===== src/rtl/line_buffer_ctrl_pkg.sv =====
// Shared types for the four-line window buffer sequencer.
// State encoding, top padding codes and a line one-hot helper.
package line_buffer_ctrl_pkg;

    typedef enum logic [2:0] {
        ST_IDLE,
        ST_CLEAR,
        ST_RUN,
        ST_ROW_END,
        ST_DONE
    } state_e;

    localparam logic [1:0] PAD_NONE  = 2'd0;
    localparam logic [1:0] PAD_ROW12 = 2'd1;
    localparam logic [1:0] PAD_ROW2  = 2'd2;

    function automatic logic [3:0] line_bit(input logic [1:0] line);
        return 4'b0001 << line;
    endfunction

endpackage


===== src/rtl/line_buffer_ctrl.sv =====
// Sequencer for the four-line 3x3 window buffer: write/read/rewind/reset
// control plus stream backpressure so no line is overwritten too early.
import line_buffer_ctrl_pkg::*;

module line_buffer_ctrl #(
    parameter int WIDTH  = 640,
    parameter int HEIGHT = 480
) (
    input  logic       clk,
    input  logic       rst,
    input  logic       in_frame_start,
    input  logic       in_pixel_valid,
    output logic       ou_pixel_ready,
    input  logic       in_proc_ready,
    input  logic [3:0] in_full,
    output logic       ou_data_valid,
    output logic [1:0] ou_line_en_selection,
    output logic       ou_rden,
    output logic [1:0] ou_buffer_select,
    output logic [3:0] ou_re_read,
    output logic [1:0] ou_load_new_frame,
    output logic [3:0] ou_rst_line,
    output logic       ou_win_valid,
    output logic       ou_frame_done,
    output logic       ou_overflow
);

    localparam int CW = $clog2(WIDTH);
    localparam int RW = $clog2(HEIGHT + 1);
    localparam logic [CW-1:0] COL_LAST = CW'(WIDTH - 1);
    localparam logic [RW-1:0] ROW_LAST = RW'(HEIGHT - 1);
    localparam logic [RW-1:0] ROW_END  = RW'(HEIGHT);

    state_e state_q, state_d;

    logic [CW-1:0] wr_col_q, wr_col_d;
    logic [RW-1:0] wr_row_q, wr_row_d;
    logic [CW-1:0] rd_col_q, rd_col_d;
    logic [RW-1:0] rd_row_q, rd_row_d;
    logic          win_valid_q;
    logic          ovf_q;

    logic [31:0] wr_row_w;
    logic [31:0] rd_row_w;
    logic        wr_active;
    logic        pix_ready;
    logic        wr_fire;
    logic        rden;
    logic        rd_col_last;
    logic        rd_row_last;
    logic [1:0]  base_line;
    logic [1:0]  pad_code;

    assign wr_row_w = 32'(wr_row_q);
    assign rd_row_w = 32'(rd_row_q);

    // Row k reuses the line of row k-4, last needed by output row k-2.
    assign wr_active = (state_q == ST_RUN) || (state_q == ST_ROW_END);
    assign pix_ready = wr_active && (wr_row_q < ROW_END)
                       && ((wr_row_w < 32'd4) || (wr_row_w <= rd_row_w + 32'd1));
    assign wr_fire   = in_pixel_valid && pix_ready;

    assign rden        = (state_q == ST_RUN) && in_proc_ready && (wr_row_q > rd_row_q);
    assign rd_col_last = (rd_col_q == COL_LAST);
    assign rd_row_last = (rd_row_q == ROW_LAST);

    assign base_line = (rd_row_w < 32'd2) ? 2'd0 : (rd_row_q[1:0] - 2'd2);
    assign pad_code  = (rd_row_w == 32'd0) ? PAD_ROW12 :
                       (rd_row_w == 32'd1) ? PAD_ROW2  : PAD_NONE;

    always_ff @(posedge clk) begin
        if (rst) begin
            state_q <= ST_IDLE;
        end else begin
            state_q <= state_d;
        end
    end

    always_comb begin
        state_d = state_q;
        unique case (state_q)
            ST_IDLE:    if (in_frame_start) state_d = ST_CLEAR;
            ST_CLEAR:   state_d = ST_RUN;
            ST_RUN:     if (rden && rd_col_last) state_d = ST_ROW_END;
            ST_ROW_END: state_d = rd_row_last ? ST_DONE : ST_RUN;
            ST_DONE:    state_d = ST_IDLE;
            default:    state_d = ST_IDLE;
        endcase
    end

    always_comb begin
        wr_col_d = wr_col_q;
        wr_row_d = wr_row_q;
        if (state_q == ST_CLEAR) begin
            wr_col_d = '0;
            wr_row_d = '0;
        end else if (wr_fire) begin
            if (wr_col_q == COL_LAST) begin
                wr_col_d = '0;
                wr_row_d = wr_row_q + RW'(1);
            end else begin
                wr_col_d = wr_col_q + CW'(1);
            end
        end
    end

    always_ff @(posedge clk) begin
        if (rst) begin
            wr_col_q <= '0;
            wr_row_q <= '0;
        end else begin
            wr_col_q <= wr_col_d;
            wr_row_q <= wr_row_d;
        end
    end

    always_comb begin
        rd_col_d = rd_col_q;
        rd_row_d = rd_row_q;
        if (state_q == ST_CLEAR) begin
            rd_col_d = '0;
            rd_row_d = '0;
        end else if (state_q == ST_ROW_END) begin
            rd_col_d = '0;
            rd_row_d = rd_row_q + RW'(1);
        end else if (rden && !rd_col_last) begin
            rd_col_d = rd_col_q + CW'(1);
        end
    end

    // Buffer read latency is one cycle, so the window follows rden by one.
    always_ff @(posedge clk) begin
        if (rst) begin
            rd_col_q    <= '0;
            rd_row_q    <= '0;
            win_valid_q <= 1'b0;
        end else begin
            rd_col_q    <= rd_col_d;
            rd_row_q    <= rd_row_d;
            win_valid_q <= rden;
        end
    end

    always_ff @(posedge clk) begin
        if (rst) begin
            ovf_q <= 1'b0;
        end else if ((state_q == ST_IDLE) && in_frame_start) begin
            ovf_q <= 1'b0;
        end else if (wr_fire && in_full[wr_row_q[1:0]]) begin
            ovf_q <= 1'b1;
        end
    end

    always_comb begin
        ou_pixel_ready       = pix_ready;
        ou_data_valid        = wr_fire;
        ou_line_en_selection = wr_active ? wr_row_q[1:0] : 2'd0;
        ou_rden              = rden;
        ou_buffer_select     = 2'd0;
        ou_load_new_frame    = PAD_NONE;
        ou_re_read           = 4'h0;
        ou_rst_line          = 4'h0;
        ou_frame_done        = 1'b0;
        unique case (state_q)
            ST_CLEAR: begin
                ou_rst_line = 4'hF;
            end
            ST_RUN: begin
                ou_buffer_select  = base_line;
                ou_load_new_frame = pad_code;
            end
            ST_ROW_END: begin
                ou_buffer_select  = base_line;
                ou_load_new_frame = pad_code;
                ou_re_read        = line_bit(rd_row_q[1:0]);
                if (rd_row_w >= 32'd1) begin
                    ou_re_read = ou_re_read | line_bit(rd_row_q[1:0] - 2'd1);
                end
                if (rd_row_w >= 32'd2) begin
                    ou_rst_line = line_bit(rd_row_q[1:0] - 2'd2);
                end
            end
            ST_DONE: begin
                ou_frame_done = 1'b1;
                ou_rst_line   = 4'hF;
            end
            default: begin
                ou_rst_line = 4'h0;
            end
        endcase
    end

    assign ou_win_valid = win_valid_q;
    assign ou_overflow  = ovf_q;

endmodule


===== config.mk =====
export PLATFORM = sky130hd
export DESIGN_NAME = line_buffer_ctrl
export DESIGN_NICKNAME = d
export VERILOG_FILES = /design/src/rtl/line_buffer_ctrl_pkg.sv /design/src/rtl/line_buffer_ctrl.sv
export SDC_FILE = /design/constraint.sdc
export NUM_CORES = 1
export LEC_CHECK = 0
export ABC_AREA = 1
export CAP_MARGIN = 30
export CORE_ASPECT_RATIO = 0.6
export CORE_MARGIN = 2
export CORE_UTILIZATION = 58
export CTS_CLUSTER_SIZE = 30
export DETAILED_ROUTE_END_ITERATION = 10
export PLACE_DENSITY = 0.8
export SLEW_MARGIN = 15
export SYNTH_ARGS = -nofsm -noshare
export SYNTH_HDL_FRONTEND = slang
export SYNTH_SLANG_ARGS = --single-unit

===== constraint.sdc =====
create_clock -name clk -period 3.3 [get_ports clk]
set_input_delay 0.33 -clock clk [delete_from_list [all_inputs] [get_ports clk]]
set_output_delay 0.33 -clock clk [all_outputs]
set_load 0.03 [all_outputs]

After elaboration in Yosys (flattened, before gate mapping)
Cells that the tools add are included.
{ "totals": {"register_bits": 43, "input_bits": 9, "out_inout_bits": 20, "wordCells": 75} }
{ "op_classes": {"n_addsub": 7, "magnitude_cmp": 8, "n_eq_ne": 10, "n_shift": 3, "n_mux": 18, "n_bitwise": 1, "reduce_logical": 21} }
{ "op_table": {"columns": ["op", "count"], "rows": [
  ["zero test 32 bit", 1],
  ["adder 10 x 1 -> 10 bit (second input constant)", 2],
  ["equality test 10 bit (second input constant)", 2],
  ["adder 9 x 1 -> 9 bit (second input constant)", 2],
  ["2-to-1 mux 2 bit", 6],
  ["2-to-1 mux 4 bit", 3],
  ["one-hot mux 3 bit (4 select lines)", 1],
  ["left shift 1 x 2 -> 4 bit (first input constant)", 3],
  ["adder 9 x 1 -> 10 bit (second input constant)", 1],
  ["less-or-equal comparator 9 x 10 -> 1 bit", 1],
  ["2-to-1 mux 10 bit", 1],
  ["equality test 9 x 1 -> 1 bit (second input constant)", 1],
  ["equality test 9 bit (second input constant)", 1],
  [">= comparator 9 x 1 -> 1 bit (second input constant)", 1],
  [">= comparator 9 x 2 -> 1 bit (second input constant)", 1],
  ["> comparator 9 bit", 1],
  ["logical AND 1 bit", 9],
  ["less-than comparator 9 x 2 -> 1 bit (second input constant)", 1],
  ["less-than comparator 9 x 3 -> 1 bit (second input constant)", 1],
  ["less-than comparator 9 bit (second input constant)", 1],
  ["2-to-1 mux 3 bit", 3],
  ["one-hot mux 4 bit (2 select lines)", 1],
  ["OR reduction 2 bit", 4],
  ["equality test 3 x 2 -> 1 bit (second input constant)", 2],
  ["other kinds (15)", 18]
]} }

Depth between registers and ports, before layout
{ "depth": {"depth_word": 6, "mapped_depth": 20, "ltp_nobuf": 20} }

Worst setup path before layout
OpenSTA, ideal clock, no wires.
{ "synth_timing": {"kind": "register to output", "startpoint": "register rd_row_q[0]", "endpoint": "output port ou_data_valid", "arrival_ns": 2.167, "required_ns": 2.970, "setup_slack_ns": 0.803, "path_stages_with_launch": 15, "n_path_buf": 1, "path_cell_list": "dfxtp_1 ha_1 inv_1 nor3_2 nand3_1 xor2_1 inv_1 ha_1 nand4_1 o21ai_0 nor2_1 nand2_2 nand3_2 inv_2 buf_6"} }
{ "synth_between": {"elab_chain_cells": 5} }
{ "synth_rtl": {"columns": ["element", "line_no", "rtl"], "rows": [
  ["start, declared", "line_buffer_ctrl.sv:39", "logic [RW-1:0] rd_row_q, rd_row_d;"],
  ["start signal, assigned", "line_buffer_ctrl.sv:139", "rd_row_q <= rd_row_d;"],
  ["adder 9 x 1 -> 10 bit", "line_buffer_ctrl.sv:60", "&& ((wr_row_w < 32'd4) || (wr_row_w <= rd_row_w + 32'd1));"],
  ["less-or-equal comparator 9 x 10 -> 1 bit", "line_buffer_ctrl.sv:60", null],
  ["logical OR 1 bit", "line_buffer_ctrl.sv:60", null],
  ["logical AND 1 bit", "line_buffer_ctrl.sv:60", null],
  ["logical AND 1 bit", "line_buffer_ctrl.sv:61", "assign wr_fire = in_pixel_valid && pix_ready;"],
  ["end, declared", "line_buffer_ctrl.sv:16", "output logic ou_data_valid,"]
]} }
Every way passes these cells.

Final worst setup path
{ "layout_timing": {"startpoint": "register rd_row_q[1]", "endpoint": "output port ou_rden"} }
{ "layout_between": {"elab_chain_cells": 2} }
{ "layout_rtl": {"columns": ["element", "line_no", "rtl"], "rows": [
  ["> comparator 9 bit", "line_buffer_ctrl.sv:63", "assign rden = (state_q == ST_RUN) && in_proc_ready && (wr_row_q > rd_row_q);"],
  ["logical AND 1 bit", "line_buffer_ctrl.sv:63", null],
  ["end, declared", "line_buffer_ctrl.sv:18", "output logic ou_rden,"]
]} }
Every way passes these cells.

==> results.rst <==
.. list-table::
   :header-rows: 1

   * - Metric
     - Value
   * - Run status
     - finished clean
   * - Sequence of cells on the critical path
     - buf_4 -> inv_1 -> ha_1 -> nand2_1 -> o21a_1 -> o221ai_1 -> nand2_1 -> inv_1 -> clkdlybuf4s50_1
   * - Number of nets in the layout
     - ~520
   * - Synthesized cell area
     - 3133 um2
   * - Proportion of synthesized chip area in sequential cells
     - 27.48%
   * - Final WL
     - 7994 um
   * - Placeable core area
     - 5130 um2
   * - Number of clock sinks
     - 43
   * - Origin of the worst setup path
     - rd_row_q[1]
   * - Pin count of the biggest net entering global routing
     - 19
   * - Boundary pin count
     - 29
   * - Total vias in the final route
     - 3050
   * - Post-layout minimum cycle time
     - 3.123 ns
   * - Routability congestion estimate from global placement
     - 0.9402
   * - CTS Root Cell
     - clkbuf_8
   * - Clock Skew
     - 0.004475 ns
   * - Unrepaired setup endpoints after global routing
     - no
   * - Element type at the critical path start
     - flop
   * - Clock transition time at the flip-flop clock pins of the worst setup and hold paths
     - 0.08 ns
   * - List of most frequent post-synthesis cells
     - 91 x nand2_1, 62 x inv_1, 51 x nor2_1, 43 x dfxtp_1, 28 x a21oi_1
   * - Antenna-violating nets left
     - 0
   * - Vias in the first global route
     - 2807
   * - Die Ht
     - 60.93 um
   * - Share of flip-flops with an asynchronous set or reset
     - 0%
   * - Die boundary width
     - 98.89 um
   * - Fraction of the core area covered by cells at the end of the flow
     - 70.00%
   * - Max Clock Freq
     - 320.2 MHz
   * - Startpoint of the worst-slack reg-to-reg timing path
     - rd_row_q[1]
   * - Critical Path End Type
     - output pin
   * - Post-Route Setup TNS
     - 0 ns
   * - Maximum fanout along the worst path
     - 5
   * - Initial antenna violation count
     - 0
   * - Clock latency on the worst-skew pair
     - ~0.29 ns
   * - Via/cell ratio
     - around 5.5
   * - Congestion Overflow GR
     - 0
   * - Deepest clock path buffer count
     - 2
   * - Share of cells above drive strength 1
     - 12.96%
   * - Class of the tightest hold or removal check
     - flop to flop
   * - Portion of synthesized cell area occupied by the leading cell type
     - a little over a quarter
   * - Num CTS Buffers
     - 5
   * - Slew at the pin with the worst max-slew slack
     - 0.4865 ns
   * - YS warnings
     - 0
   * - Commonest register cell after synthesis
     - dfxtp_1
   * - Count of buffer and inverter cells on the critical path
     - 4
   * - Count of state elements after synthesis
     - 43
   * - Power per cell area
     - between 300 and 400 nW/um2
   * - Routed len/inst
     - 14.48 um
   * - Peak supply drop
     - 0.2171 mV
   * - Max-slew headroom at the worst pin
     - roughly 67%
   * - Placement Rows
     - 20
   * - Number of distinct library cells after synthesis
     - 35
   * - Area of the die
     - 6025 um2
   * - Setup repair bufs after CTS
     - 0
   * - Detailed-route DRC error count
     - 0
   * - Final Instance Count excl. Fillers
     - around 550
   * - DR pass1 iterations
     - 5
   * - Critical Path AT
     - between 2 and 3 ns
   * - Cell with the largest stage delay on the worst path
     - clkdlybuf4s50_1
   * - Initial Util
     - 61.07%
   * - Synthesized area per cell
     - 6.931 um2
   * - TritonCTS clock tree
     - done
   * - Violation count after the first detailed-routing iteration
     - 206
   * - Total instance count after detailed placement
     - roughly 550
   * - Maximum capacitance violations
     - 0
   * - Post-route worst hold slack
     - 0.4752 ns
   * - Final slew viol count
     - 0
   * - Count of H-tree levels built during CTS
     - 2
   * - Leakage power
     - 1.474 nW
   * - Synth top area cells
     - dfxtp_1 27%, nand2_1 11%, ha_1 11%
   * - Buffers on Ports
     - 28
   * - Most area-hungry cell type in the Yosys netlist
     - dfxtp_1
   * - Cell with the most instances after synthesis
     - nand2_1
   * - Critical hold path startpoint
     - wr_col_q[4]
   * - Ratio of final minimum period to clock period
     - 94.65%
   * - Number of instances in the synthesized netlist
     - 452
   * - HPWL Detailed
     - just over 6000 um
   * - Area Growth Syn to Fin
     - 14.62%
   * - CP required
     - 2.97 ns
   * - Family with the most delay on the worst path
     - buffers and inverters
   * - Final-report setup violation count
     - 0
   * - Final-report hold violation count
     - 0
   * - All-layer global routing usage
     - 27.86%
   * - Post-Syn Nets
     - between 400 and 500
   * - Kind of critical path
     - flop to output pin
   * - Count of inserted antenna diode cells
     - 0
   * - Count of hold-fix buffers inserted at cts
     - 0
   * - Number of synthesized flops with an enable pin
     - 0
   * - First-pass GRT wire length
     - 13210 um
   * - Worst stage delay on the critical path
     - 0.66 ns
==> layout make-up <==
type / count / area, um2
multi-input cells: 329 / 1949
repair buffers: 35 / 325.3
fillers: 433 / 1539
clock inverters: 1 / 30.03
inverters: 72 / 270.3
flip-flops and latches: 43 / 860.8
well taps: 66 / 82.58
clock buffers: 6 / 72.57
==> final timing paths <==
check | endpoint | slack (ns) | depth (start not counted)
min reg2reg | wr_col_q[4] | 0.48 | 2
min | wr_col_q[4] | 0.48 | 2
max | ou_rden | 0.18 | 9
max reg2reg | wr_col_q[6] | 0.54 | 17
==> sequential cells by signal (all words and copies together), names as in the netlist <==
register,cells
ou_win_valid,1
wr_col_q,10
state_q,3
ou_overflow,1
wr_row_q,9
rd_col_q,10
rd_row_q,9
==> per-stage QoR <==
stage                     worst slack (ns)  power [mW]  instance area (um2)
after floorplan                     0.8033      0.7550                 3133
after global placement              0.2658      0.8515                 3487
after detailed placement            0.1807      0.8543                 3487
after CTS                           0.1294       1.245                 3588
after global routing               0.01056       1.299                 3591
final                               0.1766       1.246                 3591
==> placed cells by master (no fill, tap or decap) <==
cell type / n
nand2_1: 91
inv_1: 62
nor2_1: 51
dfxtp_1: 43
a21oi_1: 28
ha_1: 27
clkdlybuf4s50_1: 26
xor2_1: 17
nand3_1: 16
o21ai_0: 15
nor3_1: 14
nand2_2: 13
nand4_1: 10
a21oi_2: 10
inv_2: 8
buf_4: 8
nor4_1: 5
o21bai_2: 5
clkbuf_8: 5
nor2_2: 4
xnor2_1: 4
nand3_2: 3
o31ai_1: 2
o21a_1: 2
nand3b_1: 2
nor3_4: 2
clkinv_1: 2
o211ai_1: 2
nor2_4: 1
nor3_2: 1
o221ai_1: 1
nand4_4: 1
o21ai_1: 1
o22ai_1: 1
clkbuf_1: 1
bufinv_16: 1
clkbuf_2: 1
==> logic make-up (layout without fill, tap and decap cells) <==
group	count (synthesis)	count (layout)	synth area share, %
DFF	43	43	27.48
and+or+nand+nor	214	214	31.83
xor gates and xnor gates	21	21	5.870
buffers and inverters	80	114	10.50
adders and majority gates	27	27	10.78
AOI/OAI and AO/OA	67	67	13.54
==> layer usage <==
metal | wire [um] | track usage, % | up-vias
met1 | 4065 | 42.18 | 1379
met2 | 3171 | 40.54 | 135
met4 | 65 | 6.849 | 0
met3 | 692 | 5.645 | 11
met5 | 0 | 0 | -
li1 | - | - | 1525
==> where the power goes <==
group	internal, mW	switching (mW)	leakage (nW)
sequential	0.531	0.0155	0.347
clock	0.222	0.175	0.0513
combinational	0.102	0.200	1.08
==> tightest hold or removal path: stages (launching register included) <==
cell and delay [ns]:
dfxtp_1 0.31, nand2_1 0.06, a21oi_1 0.06
==> repair_timing <==
| item | CTS | global route |
|---|---|---|
| gates resized for setup | 1 | 3 |
| setup endpoints to repair | 1 | 2 |
| cloned | 0 | 0 |
No activity file was read; power rests on OpenSTA's default activity.
